<file path="src/rtl/l15_anycoredecoder.sv">
// AnyCore -> L1.5 request decoder: captures I$ fill, D$ load and D$ store requests and issues them
// one at a time over val/ack. Optional NC window build macro: L15_ANYCORE_NC_WINDOW_EN.
module l15_anycoredecoder #(
    parameter int                 PADDR_W     = 40,
    parameter int                 IC_LINE_LSB = 5,
    parameter int                 DC_LINE_LSB = 4,
    parameter logic [PADDR_W-1:0] NC_BASE     = 40'hF0_0000_0000
) (
    input  logic               clk,
    input  logic               rst_n,
    input  logic               anycore_ic2mem_reqvalid,
    input  logic [PADDR_W-1:0] anycore_ic2mem_reqaddr,
    input  logic               anycore_dc2mem_ldvalid,
    input  logic [PADDR_W-1:0] anycore_dc2mem_ldaddr,
    input  logic               anycore_dc2mem_stvalid,
    input  logic [PADDR_W-1:0] anycore_dc2mem_staddr,
    input  logic [63:0]        anycore_dc2mem_stdata,
    input  logic [1:0]         anycore_dc2mem_stsize,
    input  logic               anycore_mem2ic_respvalid,
    input  logic               anycore_mem2dc_ldvalid,
    input  logic               anycore_mem2dc_stcomplete,
    output logic               transducer_l15_val,
    output logic [4:0]         transducer_l15_rqtype,
    output logic [PADDR_W-1:0] transducer_l15_address,
    output logic [2:0]         transducer_l15_size,
    output logic [63:0]        transducer_l15_data,
    output logic               transducer_l15_nc,
    input  logic               l15_transducer_ack,
    output logic               decoder_busy
);

    localparam logic [4:0] LOAD_RQ  = 5'b00000;
    localparam logic [4:0] IMISS_RQ = 5'b10000;
    localparam logic [4:0] STORE_RQ = 5'b00001;

    localparam logic [1:0] CL_IFILL = 2'd0;
    localparam logic [1:0] CL_LOAD  = 2'd1;
    localparam logic [1:0] CL_STORE = 2'd2;

    typedef enum logic [0:0] {ST_IDLE = 1'b0, ST_REQ = 1'b1} state_t;

    function automatic logic [1:0] next_cls(input logic [1:0] c);
        logic [1:0] n;
        case (c)
            CL_IFILL: n = CL_LOAD;
            CL_LOAD:  n = CL_STORE;
            default:  n = CL_IFILL;
        endcase
        return n;
    endfunction

    // L1.5 wants store data big-endian: byte 0 lands in [63:56]
    function automatic logic [63:0] byte_swap64(input logic [63:0] d);
        logic [63:0] r;
        for (int i = 0; i < 8; i++) begin
            r[8*(7-i) +: 8] = d[8*i +: 8];
        end
        return r;
    endfunction

    state_t             r_state;
    logic [2:0]         r_pending;
    logic [2:0]         r_outstanding;
    logic [1:0]         r_rr_ptr;
    logic [1:0]         r_cur;
    logic [PADDR_W-1:0] r_ic_addr;
    logic [PADDR_W-1:0] r_ld_addr;
    logic [PADDR_W-1:0] r_st_addr;
    logic [63:0]        r_st_data;
    logic [1:0]         r_st_size;
    logic               r_val;
    logic [4:0]         r_rqtype;
    logic [PADDR_W-1:0] r_address;
    logic [2:0]         r_size;
    logic [63:0]        r_data;
    logic               r_nc;

    logic [2:0]         w_strobe;
    logic [2:0]         w_retire;
    logic [2:0]         w_accept;
    logic [2:0]         w_ack_clr;
    logic [1:0]         w_c0;
    logic [1:0]         w_c1;
    logic [1:0]         w_c2;
    logic               w_sel_valid;
    logic [1:0]         w_sel;
    logic [4:0]         w_rqtype;
    logic [PADDR_W-1:0] w_address;
    logic [2:0]         w_size;
    logic [63:0]        w_data;
    logic               w_nc;
    logic               w_unused;

    assign w_strobe  = {anycore_dc2mem_stvalid, anycore_dc2mem_ldvalid, anycore_ic2mem_reqvalid};
    assign w_retire  = {anycore_mem2dc_stcomplete, anycore_mem2dc_ldvalid, anycore_mem2ic_respvalid};
    // A retire in the same cycle frees the class, so a simultaneous new strobe is accepted
    assign w_accept  = w_strobe & ~r_pending & ~(r_outstanding & ~w_retire);
    assign w_ack_clr = ((r_state == ST_REQ) && l15_transducer_ack) ? (3'b001 << r_cur) : 3'b000;

    assign w_c0 = r_rr_ptr;
    assign w_c1 = next_cls(w_c0);
    assign w_c2 = next_cls(w_c1);

    assign w_unused = &{1'b0, r_ic_addr[IC_LINE_LSB-1:0], r_ld_addr[DC_LINE_LSB-1:0], NC_BASE};

    // Round-robin pick among pending classes and build the request fields for it
    always_comb begin
        w_sel_valid = 1'b0;
        w_sel       = w_c0;
        w_rqtype    = 5'b00000;
        w_address   = {PADDR_W{1'b0}};
        w_size      = 3'b000;
        w_data      = 64'd0;
        w_nc        = 1'b0;
        if (r_pending[w_c0]) begin
            w_sel_valid = 1'b1;
            w_sel       = w_c0;
        end else if (r_pending[w_c1]) begin
            w_sel_valid = 1'b1;
            w_sel       = w_c1;
        end else if (r_pending[w_c2]) begin
            w_sel_valid = 1'b1;
            w_sel       = w_c2;
        end else begin
            w_sel_valid = 1'b0;
            w_sel       = w_c0;
        end
        case (w_sel)
            CL_IFILL: begin
                w_rqtype  = IMISS_RQ;
                w_address = {r_ic_addr[PADDR_W-1:IC_LINE_LSB], {IC_LINE_LSB{1'b0}}};
                w_size    = 3'b111;
            end
            CL_LOAD: begin
                w_rqtype  = LOAD_RQ;
                w_address = {r_ld_addr[PADDR_W-1:DC_LINE_LSB], {DC_LINE_LSB{1'b0}}};
                w_size    = 3'b110;
`ifdef L15_ANYCORE_NC_WINDOW_EN
                if (r_ld_addr >= NC_BASE) begin
                    w_nc      = 1'b1;
                    w_size    = 3'b100;
                    w_address = {r_ld_addr[PADDR_W-1:3], 3'b000};
                end else begin
                    w_nc      = 1'b0;
                end
`endif
            end
            CL_STORE: begin
                w_rqtype  = STORE_RQ;
                w_address = r_st_addr;
                w_size    = {1'b0, r_st_size} + 3'd1;
                w_data    = byte_swap64(r_st_data);
`ifdef L15_ANYCORE_NC_WINDOW_EN
                w_nc      = (r_st_addr >= NC_BASE);
`endif
            end
            default: begin
                w_rqtype  = 5'b00000;
                w_address = {PADDR_W{1'b0}};
            end
        endcase
    end

    // Capture, class bookkeeping and the IDLE/REQ issue FSM with registered request outputs
    always_ff @(posedge clk or negedge rst_n) begin
        if (!rst_n) begin
            r_state       <= ST_IDLE;
            r_pending     <= 3'b000;
            r_outstanding <= 3'b000;
            r_rr_ptr      <= CL_IFILL;
            r_cur         <= CL_IFILL;
            r_ic_addr     <= {PADDR_W{1'b0}};
            r_ld_addr     <= {PADDR_W{1'b0}};
            r_st_addr     <= {PADDR_W{1'b0}};
            r_st_data     <= 64'd0;
            r_st_size     <= 2'd0;
            r_val         <= 1'b0;
            r_rqtype      <= 5'b00000;
            r_address     <= {PADDR_W{1'b0}};
            r_size        <= 3'b000;
            r_data        <= 64'd0;
            r_nc          <= 1'b0;
        end else begin
            r_pending     <= (r_pending & ~w_ack_clr) | w_accept;
            r_outstanding <= (r_outstanding & ~w_retire) | w_ack_clr;
            if (w_accept[0]) r_ic_addr <= anycore_ic2mem_reqaddr;
            if (w_accept[1]) r_ld_addr <= anycore_dc2mem_ldaddr;
            if (w_accept[2]) begin
                r_st_addr <= anycore_dc2mem_staddr;
                r_st_data <= anycore_dc2mem_stdata;
                r_st_size <= anycore_dc2mem_stsize;
            end
            case (r_state)
                ST_IDLE: begin
                    if (w_sel_valid) begin
                        r_state   <= ST_REQ;
                        r_val     <= 1'b1;
                        r_cur     <= w_sel;
                        r_rqtype  <= w_rqtype;
                        r_address <= w_address;
                        r_size    <= w_size;
                        r_data    <= w_data;
                        r_nc      <= w_nc;
                    end
                end
                ST_REQ: begin
                    if (l15_transducer_ack) begin
                        r_state  <= ST_IDLE;
                        r_val    <= 1'b0;
                        r_rr_ptr <= next_cls(r_cur);
                    end
                end
                default: begin
                    r_state <= ST_IDLE;
                    r_val   <= 1'b0;
                end
            endcase
        end
    end

    assign transducer_l15_val     = r_val;
    assign transducer_l15_rqtype  = r_rqtype;
    assign transducer_l15_address = r_address;
    assign transducer_l15_size    = r_size;
    assign transducer_l15_data    = r_data;
    assign transducer_l15_nc      = r_nc;
    assign decoder_busy           = (|r_pending) | (|r_outstanding) | r_val;

endmodule

</file>
<file path="config.mk">
export PLATFORM = sky130hd
export DESIGN_NAME = l15_anycoredecoder
export DESIGN_NICKNAME = d
export VERILOG_FILES = /design/src/rtl/l15_anycoredecoder.sv
export SDC_FILE = /design/constraint.sdc
export NUM_CORES = 1
export LEC_CHECK = 0
export ABC_AREA = 1
export BUFFER_PORTS_ARGS = -buffer_cell sky130_fd_sc_hd__buf_2
export CELL_PAD_IN_SITES_DETAIL_PLACEMENT = 1
export CELL_PAD_IN_SITES_GLOBAL_PLACEMENT = 1
export CORE_AREA = 3 3 204 146
export CTS_CLUSTER_SIZE = 10
export DETAILED_ROUTE_END_ITERATION = 12
export DIE_AREA = 0 0 207 149
export GPL_TIMING_DRIVEN = 0
export PLACE_DENSITY = 0.91
export SYNTH_ARGS = -nofsm -noshare
export SYNTH_HDL_FRONTEND = slang
export SYNTH_SLANG_ARGS = --single-unit
export TNS_END_PERCENT = 100
</file>
<file path="constraint.sdc">
create_clock -name clk -period 5.5 [get_ports clk]
set_clock_uncertainty 0.05 [all_clocks]
set_input_delay 0.275 -clock clk [delete_from_list [all_inputs] [get_ports clk]]
set_output_delay 0.275 -clock clk [all_outputs]
set_load 0.05 [all_outputs]
</file>
### After elaboration in Yosys (flattened, before gate mapping)

Index checks and enable logic that the tools add are counted.

* multiply operators: 0
* order comparisons: 3
* reduce and logical (&&, ||, !) cells: 10
* bitwise gates (word level): 13
* shifts and indexed selects: 1
* add/subtract/negate cells: 1
* multiplexer cells: 26
* div/mod/pow operators: 0
* equal/unequal tests: 7

Operators by type and width (number)
* 40-bit case mux with 3 select lines: 1
* 64-bit two-way mux: 1
* 3-bit AND: 4
* 3-bit NOT: 4
* 2-bit case mux with 2 select lines: 3
* 1-bit two-way mux: 10
* 5-bit case mux with 2 select lines: 1
* 2-bit by 3-bit < comparator with 1-bit output (second input constant): 3
* 3-bit case mux with 3 select lines: 1
* 2-bit by 1-bit equality test with 1-bit output (second input constant): 4
* 2-bit zero test: 4
* 1-bit binary-select mux with 2-bit select: 3
* 2-bit two-way mux: 3
* 3-bit OR: 2
* 2-bit AND reduction: 3
* 3-bit OR reduction: 2
* 2-bit inequality test (second input constant): 2
* 1-bit case mux with 2 select lines: 2
* 2-bit by 1-bit adder with 3-bit output (second input constant): 1
* 3-bit two-way mux: 1
* 1-bit by 2-bit << shifter with 3-bit output (first input constant): 1
* 2-bit equality test (second input constant): 1
* 1-bit OR: 2
* 1-bit logical AND: 1
* 1-bit NOT: 1

* output and inout port bits: 115
* input bits: 195
* ROM bits: 0
* memories kept: 0
* RAM bits: 0
* latch bits: 0
* word-level logic and storage cells: 76
* flip-flop bits (word level): 310

### Depth between registers and ports, before layout

Gate-level depths: netlist of run 1.

* depth in word-level cells: 11
* depth in mapped cells: 14

### Worst setup path after synthesis of run 1

Ideal clock, no wire load.

* path type: flip-flop to flip-flop
* from: register r_outstanding[2]
* to: register r_st_addr[32]
* stages on the path, launching flop included: 7
* data required time: 5325 ps
* path buffers: 2
* arrival time: 1557 ps
* path slack: 3768 ps
* cells stage by stage: dfrtp_1 -> inv_1 -> or2_2 -> nand3_1 -> clkbuf_1 -> buf_2 -> mux2_2

* longest elaborated chain between the ends: 3

RTL lines
* from (decl): RTL line 63 `logic [2:0] r_outstanding;`
* from (signal assigned): RTL line 185 `r_outstanding <= (r_outstanding & ~w_retire) | w_ack_clr;`
* 3-bit AND: RTL line 97 `assign w_accept = w_strobe & ~r_pending & ~(r_outstanding & ~w_retire);`
* 3-bit NOT: RTL line 97
* 3-bit AND: RTL line 97
* to (signal assigned): RTL line 174 `r_st_addr <= {PADDR_W{1'b0}};`
* to (signal assigned): RTL line 189 `r_st_addr <= anycore_dc2mem_staddr;`
* to (decl): RTL line 68 `logic [PADDR_W-1:0] r_st_addr;`

No other way between the ends.
A chain may end at the register's enable or synchronous reset.

### Worst setup path in the final report of run 1

* from: input anycore_mem2dc_stcomplete
* to: register r_st_data[36]

* longest elaborated chain between the ends: 4

RTL lines
* from (decl): RTL line 21 `input logic anycore_mem2dc_stcomplete,`
* 3-bit NOT: RTL line 97
* 3-bit AND: RTL line 97
* 3-bit NOT: RTL line 97
* 3-bit AND: RTL line 97
* to (signal assigned): RTL line 190 `r_st_data <= anycore_dc2mem_stdata;`
* to (decl): RTL line 69 `logic [63:0] r_st_data;`

No other way between the ends.

==> flow_metrics.py, run 1 <==
metrics = {
    "drt": {
        "drtIter0Drc": 798,
        "avgRoutedWirePerCell_um": 24.74,
        "drtAntennaViolNets": 0,
        "first_pass_iters": 5,
        "vias_per_cell": 5.545,
        "routed_wl_um": 51130,
        "num_vias": 11460,
        "drc": 0,
    },
    "critical_path": {
        "max_stage_delay_ns": 0.57,
        "worstSetupStartpointType": "primary input",
        "crit_arrival_ns": 2.97,
        "cp_data_required_time_ns": 5.85,
        "cpMostUsedCell": "clkbuf_1",
        "worstPathCellList": "dlygate4sd3_1 -> buf_2 -> or2_2 -> nand3_1 -> clkbuf_1 -> clkbuf_1 -> nor2_1 -> a21oi_1",
        "critPathSlowestCell": "clkbuf_1",
        "cp_max_fo": 10,
        "crit_type": "in2reg",
        "endpoint_kind": "flip-flop",
    },
    "sta": {
        "finalSetupViolCount": 0,
        "finalCriticalPeriod_ns": 2.623,
        "rsz0062_at_grt": "no",
        "timing.final.crit_share_pct": 47.69,
        "worst_pin_slew_ns": 0.7405,
        "fmax_mhz": 381.3,
        "hold_viol_final": 0,
        "drv_slew": 0,
        "slew_headroom_pct": 50.50,
        "finalSetupTns_ns": 0,
    },
    "place": {
        "place.detailed.hpwl_um": 29060,
        "gp_congestion": 0.8502,
        "port_buffers": 296,
        "place_area_um2": 14240,
    },
    "cts": {
        "cts.sinks": 298,
        "cts_max_level": 2,
        "cts_tree": "yes",
        "post_cts_buffers": 0,
        "cts_buffers": 35,
        "clockBufferDepth": 3,
        "insertion_delay_ns": 0.52,
        "cts_root_buffer": "clkbuf_16",
        "clkTransAtPathRegs_ns": 0.05,
    },
    "floorplan": {
        "die_area_um2": 30840,
        "io_pins": 310,
        "core_area_um2": 27820,
        "num_rows": 51,
        "die_width_um": 207,
        "start_util_pct": 43.92,
        "fp.dieH_um": 149,
    },
    "logic_synthesis": {
        "ys_types": 29,
        "ys_ff_latch": 298,
        "ys_warn_count": 0,
        "avgSynthCellArea_um2": 10.43,
        "ys_top_cells_by_area": "dfrtp_1, mux2_2, nand2_1",
        "netlist_area_um2": 12220,
        "synth_edf_count": 0,
        "synth_area_leader_cell": "dfrtp_1",
        "syn_inst": 1171,
        "yosys.area.top_type_share_pct": 61.03,
        "seq_area_frac_synth_pct": 61.03,
        "yosysMostFrequentCell": "dfrtp_1",
        "synth_common_cells": "dfrtp_1, nand2_1, mux2_2, inv_1, nand3_1",
        "async_flop_share_pct": 100.0,
        "ys.flop_type": "dfrtp_1",
    },
    "cells_and_area": {
        "postLayoutCellArea_um2": 16990,
        "drive_gt1_share_pct": 30.37,
        "area_growth_pct": 39.05,
        "fin_nets": 1884,
    },
    "pwr": {
        "sequentialPowerShare_pct": 32.8,
        "leakage_nw": 8.544,
        "pwr-share-clk_pct": 18.0,
        "p_comb_share_pct": 49.2,
        "power_switching_w": 0.005554,
        "ir_drop_uv": 280.5,
        "swShare_pct": 47.62,
        "p_int_w": 0.006110,
        "powerDensity_nw_per_um2": 686.5,
    },
    "global_route": {
        "grt_max_degree": 115,
        "antenna_found_initial": 5,
        "grt_first_pass_wirelength_um": 78090,
        "grtUsageTotal_pct": 32.78,
        "grt_pass1_vias": 13030,
        "overflow": 0,
    },
    "hold_path": {
        "min_path_type": "in2reg",
    },
    "status": {
        "status": "completed",
    },
    "job": {
        "maxCapViolCount": 0,
    },
}
==> worst max-delay path: cells and delay by family <==
kind                   cells  cell delay (ns)
AOI/OAI and AO/OA          1             0.22
buffers and inverters      4             1.76
and+or+nand+nor            3             0.70
==> per-stage QoR <==
step	instances	total power, W	setup slack (ns)	utilization (%)	hold slack [ns]
global placement	1841	0.008672	-1.412	50.95	0.4093
finish	2067	0.01166	2.877	61.06	0.02378
global route	2065	0.01227	2.761	61.05	0.03167
CTS	2060	0.01126	2.960	61.00	0.0004408
detailed placement	1843	0.009012	2.976	51.18	0.2460
floorplan	1174	0.007319	3.768	-	-0.07059
==> state kept, by name, summed over array words and instances, names as in the netlist <==
signal,count
r_st_size,2
r_st_addr,40
r_rr_ptr,2
r_outstanding,3
r_state,1
transducer_l15_val,1
r_cur,2
r_pending,3
transducer_l15_data,64
r_ic_addr,35
r_st_data,64
transducer_l15_size,3
transducer_l15_address,40
transducer_l15_rqtype,2
r_ld_addr,36
==> per-layer routing <==
metal  vias up  GRT usage, %  routed length, um
met4         0         17.43               2728
met3       173         5.613               2870
met2       522         57.43              25890
met5         -             0                  0
li1       4917             -                  -
met1      5850         39.10              19640
==> cell families (layout without fill, tap and decap cells) <==
logic type	after synthesis	in the layout	share of synthesized area (%)
adders and majority gates	1	1	0.1024
DFF	298	298	61.03
and+or+nand+nor	437	437	16.07
other	1	11	0.03069
AOI/OAI and AO/OA	153	153	6.359
muxes	109	109	10.05
buffers and inverters	172	687	6.359
==> layout make-up <==
| type | instances | area, um2 |
|---|---|---|
| diodes | 7 | 17.52 |
| plain buffers | 81 | 435.4 |
| clock buffers | 38 | 939.7 |
| fillers | 3055 | 10830 |
| inverters | 91 | 341.6 |
| multi-input cells | 704 | 3995 |
| flip-flops and latches | 298 | 7457 |
| well taps | 371 | 464.2 |
| repair buffers | 477 | 3338 |
==> cell usage in the layout, fill, tap and decap left out, types with 2 or more instances in the layout <==
| master | Yosys | layout |
|---|---|---|
| diode_2 | 0 | 7 |
| nand4_1 | 73 | 73 |
| nor2_1 | 74 | 74 |
| buf_2 | 35 | 330 |
| buf_16 | 0 | 2 |
| or2_2 | 2 | 2 |
| conb_1 | 1 | 4 |
| buf_1 | 7 | 7 |
| nor3_1 | 3 | 3 |
| a21oi_2 | 2 | 2 |
| nand2_1 | 197 | 197 |
| clkbuf_1 | 21 | 21 |
| dlygate4sd3_1 | 0 | 179 |
| o21ai_0 | 66 | 66 |
| clkbuf_16 | 0 | 37 |
| buf_6 | 6 | 6 |
| a21oi_1 | 73 | 73 |
| inv_2 | 4 | 4 |
| nand2_2 | 4 | 4 |
| dfrtp_1 | 298 | 298 |
| o21ai_1 | 11 | 11 |
| nand3_1 | 79 | 79 |
| buf_4 | 11 | 11 |
| inv_1 | 87 | 87 |
| mux2_2 | 109 | 109 |
==> path summary, 6_finish.rpt <==
path,from,endpoint,slack [ns],cells after the start
worst max-delay path,anycore_mem2dc_stcomplete,r_st_data[36],2.88,8
worst min-delay path,anycore_dc2mem_stdata[23],r_st_data[23],0.02,3
worst max register to register,r_outstanding[2],r_st_data[36],2.91,7
worst min register to register,transducer_l15_address[38],transducer_l15_address[38],0.43,2
max in group asynchronous,rst_n,r_st_data[22],3.54,4
min in group asynchronous,rst_n,r_ic_addr[15],0.31,2
==> power by group through the flow <==
| stage | Clock (W) | Combinational [W] | Sequential (W) |
|---|---|---|---|
| 2_1_floorplan | 0 | 0.00272 | 0.00459 |
| 4_1_cts | 0.00209 | 0.00545 | 0.00372 |
| 5_1_grt | 0.00222 | 0.00615 | 0.00389 |
| 3_3_place_gp | 0 | 0.00501 | 0.00366 |
| 6_report | 0.00210 | 0.00574 | 0.00383 |
| 3_5_place_dp | 0 | 0.00528 | 0.00374 |
==> repair_timing <==
| action | in CTS | in global routing |
|---|---|---|
| endpoints found under the hold margin | 257 | 0 |
| hold buffers | 179 | 0 |
| gates resized for setup | 0 | 0 |
(Power assumes the default switching activity.)
==> run 2: changes to the inputs <==
--- a/config.mk
+++ b/config.mk
@@ -9,12 +9,12 @@
 export BUFFER_PORTS_ARGS = -buffer_cell sky130_fd_sc_hd__buf_2
 export CELL_PAD_IN_SITES_DETAIL_PLACEMENT = 1
 export CELL_PAD_IN_SITES_GLOBAL_PLACEMENT = 1
-export CORE_AREA = 3 3 204 146
+export CORE_AREA = 3 3 222 159
 export CTS_CLUSTER_SIZE = 10
 export DETAILED_ROUTE_END_ITERATION = 12
-export DIE_AREA = 0 0 207 149
+export DIE_AREA = 0 0 225 162
 export GPL_TIMING_DRIVEN = 0
-export PLACE_DENSITY = 0.91
+export PLACE_DENSITY = 0.83
 export SYNTH_ARGS = -nofsm -noshare
 export SYNTH_HDL_FRONTEND = slang
 export SYNTH_SLANG_ARGS = --single-unit
==> constraint.sdc (replaced) <==
create_clock -name clk -period 2.2 [get_ports clk]
set_clock_uncertainty 0.05 [all_clocks]
set_input_delay 0.11 -clock clk [delete_from_list [all_inputs] [get_ports clk]]
set_output_delay 0.11 -clock clk [all_outputs]
set_load 0.05 [all_outputs]
==> flow_metrics.py, run 2 (synthesized netlist as in run 1, its figures left out) <==
metrics = {
    "sta": {
        "drv_slew": 0,
        "fmax_mhz": 475.2,
        "finalSetupTns_ns": 0,
        "timing.final.crit_share_pct": 95.65,
        "finalCriticalPeriod_ns": 2.104,
        "worst_pin_slew_ns": 0.8361,
        "hold_viol_final": 0,
        "finalSetupViolCount": 0,
        "layout_setup_ws_ns": 0.09561,
        "slew_headroom_pct": 44.26,
    },
    "drt": {
        "drc": 0,
        "drtIter0Drc": 668,
        "first_pass_iters": 5,
        "avgRoutedWirePerCell_um": 22.54,
        "num_vias": 11190,
        "vias_per_cell": 5.206,
        "wl_met3_um": 2221,
        "wl_met2_um": 24070,
        "drtAntennaViolNets": 0,
        "met1_length_um": 19670,
        "routed_wl_um": 48440,
        "highest_layer": "met4",
    },
    "floorplan": {
        "die_area_um2": 36450,
        "start_util_pct": 36.71,
        "io_pins": 310,
        "fp.dieH_um": 162,
        "die_width_um": 225,
        "num_rows": 56,
        "core_area_um2": 33280,
    },
    "pwr": {
        "leakage_nw": 8.702,
        "finalPower_w": 0.02924,
        "swShare_pct": 46.16,
        "sequentialPowerShare_pct": 32.3,
        "ir_drop_uv": 672.8,
        "p_comb_share_pct": 49.3,
        "p_int_w": 0.01574,
        "powerDensity_nw_per_um2": 1686,
        "pwr-share-clk_pct": 18.4,
        "power_switching_w": 0.01350,
    },
    "cells_and_area": {
        "final_common_cell": "buf_2",
        "final_cell_mix": "buf_2, dfrtp_1, nand2_1",
        "multi_input_area_um2": 4053,
        "fin_nets": 1897,
        "fillers": 3736,
        "post-route-util_pct": 52.09,
        "regArea_um2": 7461,
        "postLayoutCellArea_um2": 17340,
        "area_growth_pct": 41.89,
        "drive_gt1_share_pct": 32.49,
    },
    "critical_path": {
        "worstPathCellList": "inv_4 -> nor2_2 -> nand3b_1 -> nand3_1 -> nand2_1 -> nand2_4 -> nand2_2 -> buf_6 -> buf_8 -> nand3_1 -> nand3_1 -> nand2_1 -> nand2_1",
        "worstSetupStartpointType": "flip-flop",
        "crit_type": "reg2reg",
        "rr_startpoint": "r_rr_ptr[1]",
        "cp_max_fo": 10,
        "endpoint_kind": "flip-flop",
        "reg2reg_to": "transducer_l15_address[16]",
        "cp_data_required_time_ns": 2.54,
        "max_stage_delay_ns": 0.47,
        "r2r_slack_ns": 0.1,
        "rr_worst_depth": 13,
        "crit_arrival_ns": 2.44,
        "critPathSlowestCell": "dfrtp_2",
    },
    "cts": {
        "cts_tree": "yes",
        "cts.sinks": 298,
        "clkTransAtPathRegs_ns": 0.06,
        "cts_buffers": 36,
        "clockBufferDepth": 3,
        "cts_max_level": 2,
        "insertion_delay_ns": 0.52,
        "cts_root_buffer": "clkbuf_16",
    },
    "place": {
        "gp_congestion": 0.8192,
        "dp_slack_ns": -0.2851,
        "place.detailed.hpwl_um": 29610,
        "port_buffers": 296,
        "place_area_um2": 14320,
    },
    "global_route": {
        "antenna_found_initial": 7,
        "grt_pass1_vias": 12760,
        "grtUsageTotal_pct": 26.26,
        "grt_first_pass_wirelength_um": 73460,
        "grt_max_degree": 112,
        "overflow": 0,
    },
    "job": {
        "maxCapViolCount": 0,
    },
    "status": {
        "status": "completed",
    },
    "hold_path": {
        "min_path_type": "in2async",
    },
}
run 2: cell type report:
class,count,share of cell area (%)
flip-flops and latches,298,43.04
inverters,91,1.985
well taps,435,3.139
multi-input cells,704,23.38
repair buffers,489,19.82
clock buffers,44,5.550
diodes,6,0.08661
plain buffers,81,2.836
clock inverters,1,0.1732
run 2: routing by layer:
layer | vias to the layer above | GRT usage (%)
met3 | 152 | 4.734
met2 | 400 | 44.83
met5 | - | 0
met1 | 5691 | 31.89
met4 | 0 | 13.97
li1 | 4945 | -
run 2: per-stage QoR:
stage / cells / hold slack, ns
2_1_floorplan: 1174 / -0.2356
3_3_place_gp: 1905 / 0.2704
3_5_place_dp: 1907 / 0.1096
4_1_cts: 2135 / 0.1451
5_1_grt: 2149 / 0.1505
6_report: 2149 / 0.1220
run 2: how the worst max path moves through the flow:
stage / startpoint / endpoint / slack (ns) / depth (start not counted)
4_1_cts: r_outstanding[2] / r_st_data[11] / 0.006 / 7
2_1_floorplan: r_outstanding[2] / r_st_addr[32] / 0.47 / 6
6_report: r_rr_ptr[1] / transducer_l15_address[16] / 0.1 / 13
5_1_grt: r_rr_ptr[0] / transducer_l15_address[20] / -0.02 / 13
3_5_place_dp: r_outstanding[2] / r_st_data[12] / -0.29 / 7
3_3_place_gp: rst_n / transducer_l15_address[14] / -4.64 / 1
run 2: power by group through the flow:
stage          registers, W  logic (W)  clock network, W
5_1_grt             0.00964     0.0156           0.00576
2_1_floorplan        0.0115    0.00681                 0
3_5_place_dp        0.00932     0.0133                 0
4_1_cts             0.00928     0.0137           0.00547
6_report            0.00944     0.0144           0.00539
3_3_place_gp        0.00916     0.0127                 0
run 2: critical path, delay by kind of cell (launching register included):
kind	cells	cell delay [ns]
flops	1	0.47
buf+inv	3	0.41
simple gates	10	1.03
run 2: repair_timing:
item	in CTS	in global routing
pin swaps	1	6
gates resized for setup	17	47
setup buffers	1	8
endpoints found under the hold margin	271	0
setup endpoints to repair	118	121
hold buffers	182	0
==> run 3: changes to the inputs <==
--- a/config.mk
+++ b/config.mk
@@ -7,12 +7,13 @@
 export LEC_CHECK = 0
 export ABC_AREA = 1
 export BUFFER_PORTS_ARGS = -buffer_cell sky130_fd_sc_hd__buf_2
+export CAP_MARGIN = 15
 export CELL_PAD_IN_SITES_DETAIL_PLACEMENT = 1
 export CELL_PAD_IN_SITES_GLOBAL_PLACEMENT = 1
-export CORE_AREA = 3 3 222 159
+export CORE_AREA = 10 10 229 166
 export CTS_CLUSTER_SIZE = 10
 export DETAILED_ROUTE_END_ITERATION = 12
-export DIE_AREA = 0 0 225 162
+export DIE_AREA = 0 0 239 176
 export GPL_TIMING_DRIVEN = 0
 export PLACE_DENSITY = 0.83
 export SYNTH_ARGS = -nofsm -noshare
==> flow_metrics.py, run 3 (synthesized netlist as in run 1, its figures left out) <==
metrics = {
    "drt": {
        "drtIter0Drc": 614,
        "routed_wl_um": 51810,
        "num_vias": 11470,
        "avgRoutedWirePerCell_um": 23.88,
        "vias_per_cell": 5.288,
        "drtAntennaViolNets": 0,
        "first_pass_iters": 5,
        "drc": 0,
    },
    "sta": {
        "drv_slew": 0,
        "worst_pin_slew_ns": 0.7231,
        "rsz0062_at_grt": "yes",
        "finalSetupViolCount": 0,
        "finalCriticalPeriod_ns": 2.178,
        "finalSetupTns_ns": 0,
        "timing.final.crit_share_pct": 99.00,
        "fmax_mhz": 459.2,
        "slew_headroom_pct": 51.79,
        "hold_viol_final": 0,
    },
    "pwr": {
        "ir_drop_uv": 696.7,
        "finalPower_w": 0.02992,
        "powerDensity_nw_per_um2": 1710,
        "leakage_nw": 8.746,
    },
    "critical_path": {
        "path_buf_inv": 3,
        "max_stage_delay_ns": 0.46,
        "reg2reg_to": "transducer_l15_address[20]",
        "critPathSlowestCell": "dfrtp_2",
        "worstSetupStartpointType": "flip-flop",
        "rr_startpoint": "r_pending[2]",
        "crit_type": "reg2reg",
        "worstPathCellList": "inv_1 -> nand2_1 -> nand3b_1 -> inv_2 -> nand2_1 -> nand2_2 -> nand2_4 -> clkbuf_2 -> nand4_1 -> nand3_2 -> nand2_1 -> nand2_1",
        "cp_max_fo": 10,
        "endpoint_kind": "flip-flop",
        "crit_arrival_ns": 2.59,
        "crit_family": "simple AND/OR/NAND/NOR gates",
        "cp_data_required_time_ns": 2.61,
        "r2r_slack_ns": 0.02,
        "cp.depth": 12,
        "cpMostUsedCell": "nand2_1",
        "rr_worst_depth": 12,
    },
    "cts": {
        "insertion_delay_ns": 0.54,
        "clockBufferDepth": 3,
        "cts_tree": "yes",
        "cts_root_buffer": "clkbuf_16",
        "cts_buffers": 35,
        "clkTransAtPathRegs_ns": 0.05,
        "cts_max_level": 2,
        "cts.sinks": 298,
    },
    "cells_and_area": {
        "drive_gt1_share_pct": 33.76,
        "final_common_cell": "buf_2",
        "final_cell_mix": "buf_2, dfrtp_1, nand2_1",
        "fillers": 3761,
        "postLayoutCellArea_um2": 17500,
        "area_growth_pct": 43.23,
        "fin_nets": 1903,
    },
    "floorplan": {
        "die_width_um": 239,
        "io_pins": 310,
        "fp.dieH_um": 176,
        "num_rows": 57,
        "start_util_pct": 36.07,
        "die_area_um2": 42060,
        "core_area_um2": 33880,
    },
    "global_route": {
        "grt_max_degree": 116,
        "antenna_found_initial": 18,
        "grt_pass1_vias": 12960,
        "grt_first_pass_wirelength_um": 76740,
        "overflow": 0,
        "grtUsageTotal_pct": 23.69,
    },
    "job": {
        "maxCapViolCount": 0,
    },
    "place": {
        "place_area_um2": 14330,
        "place.detailed.hpwl_um": 31820,
        "gp_congestion": 0.8575,
        "port_buffers": 296,
    },
    "status": {
        "status": "completed",
    },
    "hold_path": {
        "min_path_type": "in2async",
    },
}
-- run 3: metrics by stage --
step	cells	util, %	hold slack (ns)	setup WS [ns]
finish	2169	51.66	0.1294	0.02209
global route	2169	51.66	0.1424	-0.04065
CTS	2135	50.51	0.1677	-0.004465
detailed placement	1914	42.30	0.1244	-0.4301
global placement	1912	42.11	0.2759	-4.627
floorplan	1174	-	-0.2356	0.4678
-- run 3: worst max path at each step --
stage	start	end	slack, ns
final	r_pending[2]	transducer_l15_address[20]	0.02
after global routing	r_rr_ptr[1]	transducer_l15_size[1]	-0.04
after CTS	r_rr_ptr[1]	transducer_l15_address[16]	-0.004
after detailed placement	r_outstanding[2]	r_st_data[45]	-0.43
after global placement	rst_n	transducer_l15_data[37]	-4.63
after floorplan	r_outstanding[2]	r_st_addr[32]	0.47
-- run 3: worst register-to-register path, stage by stage (launching register included) --
cell and delay, ns:
dfrtp_2 0.46, inv_1 0.16, nand2_1 0.09, nand3b_1 0.17, inv_2 0.04, nand2_1 0.08, nand2_2 0.06, nand2_4 0.16
clkbuf_2 0.34, nand4_1 0.21, nand3_2 0.13, nand2_1 0.07, nand2_1 0.08
-- run 3: final cells by class --
cell class / instances / area, um2 / area share, %
antenna: 18 / 45.04 / 0.2574
buffer: 81 / 553.0 / 3.160
clock buffer: 36 / 889.6 / 5.084
clock inverter: 3 / 26.28 / 0.1502
inverter: 91 / 346.6 / 1.981
multi-input combinational: 704 / 4131 / 23.61
sequential: 298 / 7462 / 42.64
tap: 442 / 553.0 / 3.160
timing repair buffer: 496 / 3492 / 19.96
-- run 3: metal layers --
layer	vias up	routed length (um)	track usage, %
met1	5844	20300	27.36
met3	176	2917	5.109
met2	468	25480	39.79
met4	0	3108	14.87
met5	-	0	0
li1	4981	-	-
-- run 3: power breakdown --
group | switching [W] | leakage (nW) | total [W] | internal (W)
Sequential | 0.00146 | 3.57 | 0.00948 | 0.00802
Clock | 0.00228 | 0.452 | 0.00514 | 0.00286
Combinational | 0.0103 | 4.73 | 0.0153 | 0.00498
Total | 0.0141 | 8.75 | 0.0299 | 0.0159
-- run 3: timing repair --
action | CTS | global route
pin swaps | 0 | 10
hold buffers | 182 | 0
setup endpoints to repair | 133 | 159
hold endpoints to repair | 278 | 0
gates resized for setup | 23 | 90
cloned | 0 | 1
buffers inserted | 0 | 15
